File: config.mk
export PLATFORM = sky130hd
export DESIGN_NAME = button_event_classifier
export DESIGN_NICKNAME = d
export VERILOG_FILES = /design/src/rtl/button_event_classifier.sv
export SDC_FILE = /design/constraint.sdc
export NUM_CORES = 1
export LEC_CHECK = 0
export CAP_MARGIN = 15
export CORE_MARGIN = 5
export CORE_UTILIZATION = 45
export DETAILED_ROUTE_END_ITERATION = 16
export PLACE_DENSITY = 0.69
export SYNTH_ARGS = -nofsm -noshare
export SYNTH_HDL_FRONTEND = slang
export SYNTH_SLANG_ARGS = --single-unit
File: constraint.sdc
create_clock -name clk -period 2.91 [get_ports clk]
set_input_delay 0.582 -clock clk [delete_from_list [all_inputs] [get_ports clk]]
set_output_delay 0.582 -clock clk [all_outputs]
set_load 0.005 [all_outputs]
File: src/rtl/button_event_classifier.sv
// Classifies debounced button gestures into click / double click / long press,
// with auto-repeat ticks while a long press is held. One shared interval counter.
module button_event_classifier #(
   parameter int LONG_CYCLES   = 50000000,
   parameter int GAP_CYCLES    = 12500000,
   parameter int REPEAT_CYCLES = 10000000,
   parameter int CNT_BITS      = 26
) (
   input  logic clk,
   input  logic rst_n,
   input  logic btn_level,
   output logic click,
   output logic dbl_click,
   output logic long_press,
   output logic repeat_tick,
   output logic busy
);

   typedef enum logic [2:0] {
      IDLE,
      PRESSED,
      WAIT_SECOND,
      SECOND_PRESSED,
      LONG_HELD,
      WAIT_RELEASE
   } state_t;

   localparam logic [CNT_BITS-1:0] LONG_LAST   = CNT_BITS'(LONG_CYCLES - 1);
   localparam logic [CNT_BITS-1:0] GAP_LAST    = CNT_BITS'(GAP_CYCLES - 1);
   localparam logic [CNT_BITS-1:0] REPEAT_LAST = CNT_BITS'(REPEAT_CYCLES - 1);

   state_t              state_q, state_d;
   logic [CNT_BITS-1:0] cnt_q, cnt_d;
   logic                click_q, click_d;
   logic                dbl_click_q, dbl_click_d;
   logic                long_press_q, long_press_d;
   logic                repeat_tick_q, repeat_tick_d;

   always_ff @(posedge clk or negedge rst_n) begin
      if (!rst_n) begin
         state_q       <= IDLE;
         cnt_q         <= '0;
         click_q       <= 1'b0;
         dbl_click_q   <= 1'b0;
         long_press_q  <= 1'b0;
         repeat_tick_q <= 1'b0;
      end else begin
         state_q       <= state_d;
         cnt_q         <= cnt_d;
         click_q       <= click_d;
         dbl_click_q   <= dbl_click_d;
         long_press_q  <= long_press_d;
         repeat_tick_q <= repeat_tick_d;
      end
   end

   // Release / second-press branches are tested first so they win over an
   // interval expiring on the same edge.
   always_comb begin
      state_d       = state_q;
      cnt_d         = cnt_q;
      click_d       = 1'b0;
      dbl_click_d   = 1'b0;
      long_press_d  = 1'b0;
      repeat_tick_d = 1'b0;
      unique case (state_q)
         IDLE: begin
            if (btn_level) begin
               state_d = PRESSED;
               cnt_d   = '0;
            end
         end
         PRESSED: begin
            if (!btn_level) begin
               state_d = WAIT_SECOND;
               cnt_d   = '0;
            end else if (cnt_q == LONG_LAST) begin
               long_press_d = 1'b1;
               state_d      = LONG_HELD;
               cnt_d        = '0;
            end else begin
               cnt_d = cnt_q + 1'b1;
            end
         end
         WAIT_SECOND: begin
            if (btn_level) begin
               state_d = SECOND_PRESSED;
               cnt_d   = '0;
            end else if (cnt_q == GAP_LAST) begin
               click_d = 1'b1;
               state_d = IDLE;
               cnt_d   = '0;
            end else begin
               cnt_d = cnt_q + 1'b1;
            end
         end
         SECOND_PRESSED: begin
            if (!btn_level) begin
               dbl_click_d = 1'b1;
               state_d     = IDLE;
               cnt_d       = '0;
            end else if (cnt_q == LONG_LAST) begin
               dbl_click_d = 1'b1;
               state_d     = WAIT_RELEASE;
               cnt_d       = '0;
            end else begin
               cnt_d = cnt_q + 1'b1;
            end
         end
         LONG_HELD: begin
            if (!btn_level) begin
               state_d = IDLE;
               cnt_d   = '0;
            end else if (cnt_q == REPEAT_LAST) begin
               repeat_tick_d = 1'b1;
               cnt_d         = '0;
            end else begin
               cnt_d = cnt_q + 1'b1;
            end
         end
         WAIT_RELEASE: begin
            if (!btn_level) begin
               state_d = IDLE;
               cnt_d   = '0;
            end
         end
         default: begin
            state_d = IDLE;
            cnt_d   = '0;
         end
      endcase
   end

   assign click       = click_q;
   assign dbl_click   = dbl_click_q;
   assign long_press  = long_press_q;
   assign repeat_tick = repeat_tick_q;
   assign busy        = (state_q != IDLE);

endmodule

; Word-level counts from Yosys, hierarchy flattened
; Index checks and enable logic that the tools add are counted.
; W data, S select, Z words.
[word_totals]
ff_bits = 33
elab_cells = 56
output_inout_bits = 5
input_bits = 3
[op_classes]
mux = 29
addsub = 1
eq_ne = 14
n_reduce_logical = 6
[op_table]
columns = op, n
row1 = $mux W26, 8
row2 = $pmux W26 S5, 1
row3 = $eq A26 B24 Y1 const B, 2
row4 = $add A26 B1 Y26 const B, 1
row5 = $eq A26 B26 Y1 const B, 1
row6 = $mux W3, 8
row7 = $pmux W3 S5, 1
row8 = $mux W1, 11
row9 = $ne A3 B3 Y1 const B, 3
row10 = $eq A3 B2 Y1 const B, 2
row11 = $eq A3 B3 Y1 const B, 2
row12 = $ne A2 B2 Y1 const B, 3
row13 = $reduce_and A5 Y1, 1
row14 = $reduce_or A2 Y1, 2
row15 = $eq A3 B1 Y1 const B, 1
row16 = $logic_not A3 Y1, 1
row17 = $reduce_bool A3 Y1, 1
row18 = $reduce_and A2 Y1, 1

; Depth between registers and ports, before layout
[logic_depth]
word_depth = 4
mapped_depth = 8
ltp_nobuf = 7

; Least setup slack after synthesis
; Ideal clock, no wire load.
[synth_timing]
path_kind = in2reg
from = in btn_level
to = reg cnt_q[22]
stages = 6
n_path_buf = 1
setup_ns = 0.104
t_required_ns = 2.806
setup_slack_ns = 0.576
arrival_time_ns = 2.230
path_cell_list = buf_6 > or4b_4 > a31oi_4 > nor3_4 > or4_4 > o41ai_2
[synth_via]
elab_chain_cells = 2
elab_cells_between_ends = 7
cone_classes = eq/ne: 2 / mux: 4 / reduce/logical: 1
[synth_lines]
columns = element, line_no
row1 = start: declaration, 11  ; input logic btn_level,
row2 = $mux W26 (tied with other cells), 111  ; if (!btn_level) begin
row3 = $pmux W26 S5 / $reduce_and A2 Y1 (equally long branches), --
row4 = end signal: assignment, 49  ; cnt_q <= cnt_d;
row5 = end: declaration, 33  ; logic [CNT_BITS-1:0] cnt_q, cnt_d;
; Several ways; a longest one is shown, not always the timed one.
; A chain may end at the register's enable or synchronous reset.

; Final worst setup path
[layout_timing]
from = reg cnt_q[0]
to = reg cnt_q[22]
[layout_via]
elab_chain_cells = 4
elab_cells_between_ends = 11
cone_classes = add/sub: 1 / eq/ne: 3 / mux: 7
[layout_lines]
columns = element, line_no
row1 = $add A26 B1 Y26 (tied with other cells), --
row2 = "$mux W26, on equally long branches", --
row3 = "$mux W26, on equally long branches", "111, 86, 98"
row4 = $pmux W26 S5 *, 66  ; unique case (state_q)
; Every way passes the cells marked *; elsewhere a longest branch is shown, timed or not.

==> metrics.md <==
| Metric | Value |
|---|---|
| Seq pwr share | between 50 and 60% |
| Commonest non-fill, non-tap cell in the layout | dfrtp_1 |
| Worst skew pair latency | roughly 0.28 ns |
| FMAX | between 0.3 and 0.4 GHz |
| Critical-path cell list | ha_1 -> and4_1 -> and4_1 -> a31oi_4 -> or4_4 -> o311ai_0 -> o41ai_2 |
| Port Buf Inserts | 7 |
| Worst-margin pin slew | between 0.4 and 0.5 ns |
| Gr ovfl total | 0 |
| Int Power | between 0.6 and 0.7 mW |
| Net Sw Frac | 27.1% |
| Most frequent cells in the layout | 33 x dfrtp_1, 24 x nand2_1, 18 x nand3_1, 11 x nor2_1, 11 x o31ai_1 |
| Clock root buffer | clkbuf_8 |
| Crit path launch type | flop |
| WHS | 0.534 ns |
| Worst path top cell family by delay | simple AND/OR/NAND/NOR gates |
| ANT nets after route | 0 |
| Slew headroom | ~71% |
| WHS Endpoint | cnt_q[4] |
| Post-Synth Adder-Cell Area | less than 1% |
| Area of the multi-input gates | around 0.0012 sq mm |
| Synth Area in Compound Gates | approximately 22% |
| Hold_buf cts | 0 |
| I/O pin cnt | 8 |
| Reg-to-Reg End | cnt_q[22] |
| H-tree depth | 2 |
| Critical Path Max Stage Delay | between 0.6 and 0.7 ns |
| Max-cap violations | 0 |
| Synth Area per Inst | 9.57 sq um |
| Post-Synthesis Net Count | between 200 and 250 |
| Final setup vio count | 0 |
| Gr usage total | between 10% and 20% |
| Final worst-path cycle share | 91.7% |
| Post-synth ARST share | 100% |
| Synth Cell Area | ~0.0021 sq mm |
| Largest net degree at the start of global routing | 34 |
| Cts bufs inserted | 5 |
| Clock skew | roughly 0.0022 ns |
| DRT Pass-1 Iters | 4 |
| Min Tclk post-route | roughly 2.7 ns |
| Initial antenna violation count | 0 |
| Worst vdd ir | 186 uV |
| TritonCTS clock tree | built |
| Num rows | 24 |
| Crit. End Element | flop |
| Reg2Reg Depth | 7 |
| Clk buf depth | 2 |
| Final WL | 4760 microns |
| Post-synthesis sequential area ratio | between 30% and 40% |
| WP buf/inv | 0 |
| Hold Path Class | flop to flop |
| Synth Register Bits | 33 |
| CTS resizes | 0 |
| Post-Synth XOR/XNOR Area | less than 1% |
| RSZ-0062 raised after global routing | false |
| HP Start | cnt_q[4] |
| First-pass GRT wire length | between 8000 and 9000 microns |
| Status | completed |
| Die X | between 70 and 80 microns |
| Initial Utilization | roughly 47% |
| Number of flops mapped to enable cells by yosys | 0 |
| Critical path fanouts, max | 13 |
| Total Neg Setup Slack | 0 ns |
| Final Slew Violations | 0 |
| Total number of vias | around 1800 |
| 1st-iter DRT viols | 171 |
| Fillers | roughly 420 |
| Final nets | between 200 and 250 |
| Vias per Instance | between 6 and 7 |
| Critical Path Slowest Stage Cell | or4_4 |
| R2R setup slack | ~0.24 ns |
| Simple-gate area share of the yosys netlist | approximately a third |
| Net Sw Power | around 0.25 mW |
| Pwr/cell area | between 400 and 500 mW/mm^2 |
| Layout cells sized above 1 | about 16% |
| Leakage | between 0.8 and 0.9 nW |
| Clock Sinks | 33 |
| Largest family of logic cells by synthesized area | simple AND/OR/NAND/NOR gates |
| Reg2Reg Launch Point | cnt_q[0] |
| Final Hold Fails | 0 |
| Register area | a little over 800 sq um |
| Die area | 0.00612 sq mm |
| Clock power frac | 35.4% |
| DR WL/cell | roughly 17 microns |
| Logic gate share of total power | about an eighth |
| Dominant synthesized flop cell | dfrtp_1 |
| Hold depth | 1 |
| Non-filler cells, final | ~280 |
| Routability Congestion | approximately 0.84 |
| Most used cell, CP | and4_1 |
| Worst EP required | between 3 and 4 ns |
| Die height | ~78 microns |
| Syn Inst Count | 219 |
| Syn. warnings | 0 |
| WS Path Type | flop to flop |
| Cell variety after synth | 46 |
| Post-synthesis mux area share | less than 1% |
| WP data arrival | about 2.8 ns |
| Antenna diodes | 0 |
| DP Cell Count | 273 |
| Core ar. | 0.00444 sq mm |
| Worst-path clk slew | 0.07 ns |
| Drt drc | 0 |
| Area delta synth->final | 9.67% |
| Post-DP HPWL | about 3400 microns |
| Number of setup buffers added after CTS | 0 |
| Number of global-route vias before repair | 1784 |
## registers in the layout, summed over array words and instances (netlist names)
register     cells
long_press       1
dbl_click        1
click            1
repeat_tick      1
cnt_q           26
state_q          3
## through the flow
step	power, mW	setup slack [ns]	util (%)	instance area [sq um]
2_1_floorplan	0.567	0.576	-	2100
3_3_place_gp	0.608	0.251	49.9	2220
3_5_place_dp	0.610	0.206	49.9	2220
4_1_cts	0.941	0.243	51.7	2300
5_1_grt	0.979	0.0719	51.7	2300
6_report	0.931	0.241	51.7	2300
## worst max path at each step
stage / startpoint / end / slack (ns) / cells past startpoint
floorplan: btn_level / cnt_q[22] / 0.58 / 6
global placement: btn_level / cnt_q[22] / 0.25 / 6
detailed placement: btn_level / cnt_q[22] / 0.21 / 6
CTS: cnt_q[0] / cnt_q[22] / 0.24 / 7
global route: cnt_q[0] / cnt_q[22] / 0.07 / 7
finish: cnt_q[0] / cnt_q[22] / 0.24 / 7
## power by group through the flow
| stage | registers, mW | clock network, mW | logic [mW] |
|---|---|---|---|
| 6_report | 0.487 | 0.329 | 0.114 |
| 5_1_grt | 0.489 | 0.362 | 0.128 |
| 4_1_cts | 0.486 | 0.339 | 0.116 |
| 3_5_place_dp | 0.495 | 0 | 0.115 |
| 3_3_place_gp | 0.494 | 0 | 0.113 |
| 2_1_floorplan | 0.488 | 0 | 0.0783 |
## Yosys cell counts (all sizes together), types with 2 or more instances
master / number / area share, %
nand2b: 3 / 0.90
and3: 3 / 0.90
and4: 9 / 3.8
a21oi: 9 / 2.5
and2: 7 / 2.1
nor3: 6 / 2.0
o32ai: 4 / 1.7
or4: 3 / 1.4
inv: 2 / 0.36
nand3: 18 / 4.3
nand2: 24 / 4.3
buf: 10 / 3.2
o31ai: 12 / 4.5
nor4b: 3 / 2.7
dfrtp: 33 / 39
o211ai: 12 / 6.4
nor2: 11 / 2.0
mux2i: 2 / 0.96
nand4: 10 / 3.0
clkbuf: 3 / 0.54
or3: 7 / 2.1
o21ai: 9 / 2.1
nor4bb: 3 / 1.4
a31oi: 2 / 1.3
a21o: 3 / 1.1
## area by class of cell
type | count | area share, %
Tap cell | 52 | 2.83
Sequential cell | 33 | 35.9
Multi-Input combinational cell | 171 | 51.7
Timing Repair Buffer | 15 | 5.66
Inverter | 2 | 0.327
Clock inverter | 2 | 0.435
Clock buffer | 6 | 3.16
## per-layer routing
metal,up-vias,wire (microns),GRT usage (%)
li1,863,-,-
met1,859,2330,23.2
met2,39,2140,25.9
met3,11,218,4.81
met4,0,74,6.64
met5,-,0,0
## cells by family (layout without fill, tap and decap cells)
| family | after synthesis | in the layout |
|---|---|---|
| mux | 2 | 2 |
| compound gates | 55 | 55 |
| buf+inv | 15 | 25 |
| fa+ha+maj | 1 | 1 |
| flops | 33 | 33 |
| simple gates | 112 | 112 |
| xor+xnor | 1 | 1 |
## worst reg2reg max path: stages (launching register included)
cell      delay (ns)
dfrtp_1         0.43
ha_1            0.29
and4_1          0.32
and4_1          0.31
a31oi_4         0.14
or4_4           0.69
o311ai_0        0.20
o41ai_2         0.14
No activity file was read; power rests on OpenSTA's default activity.
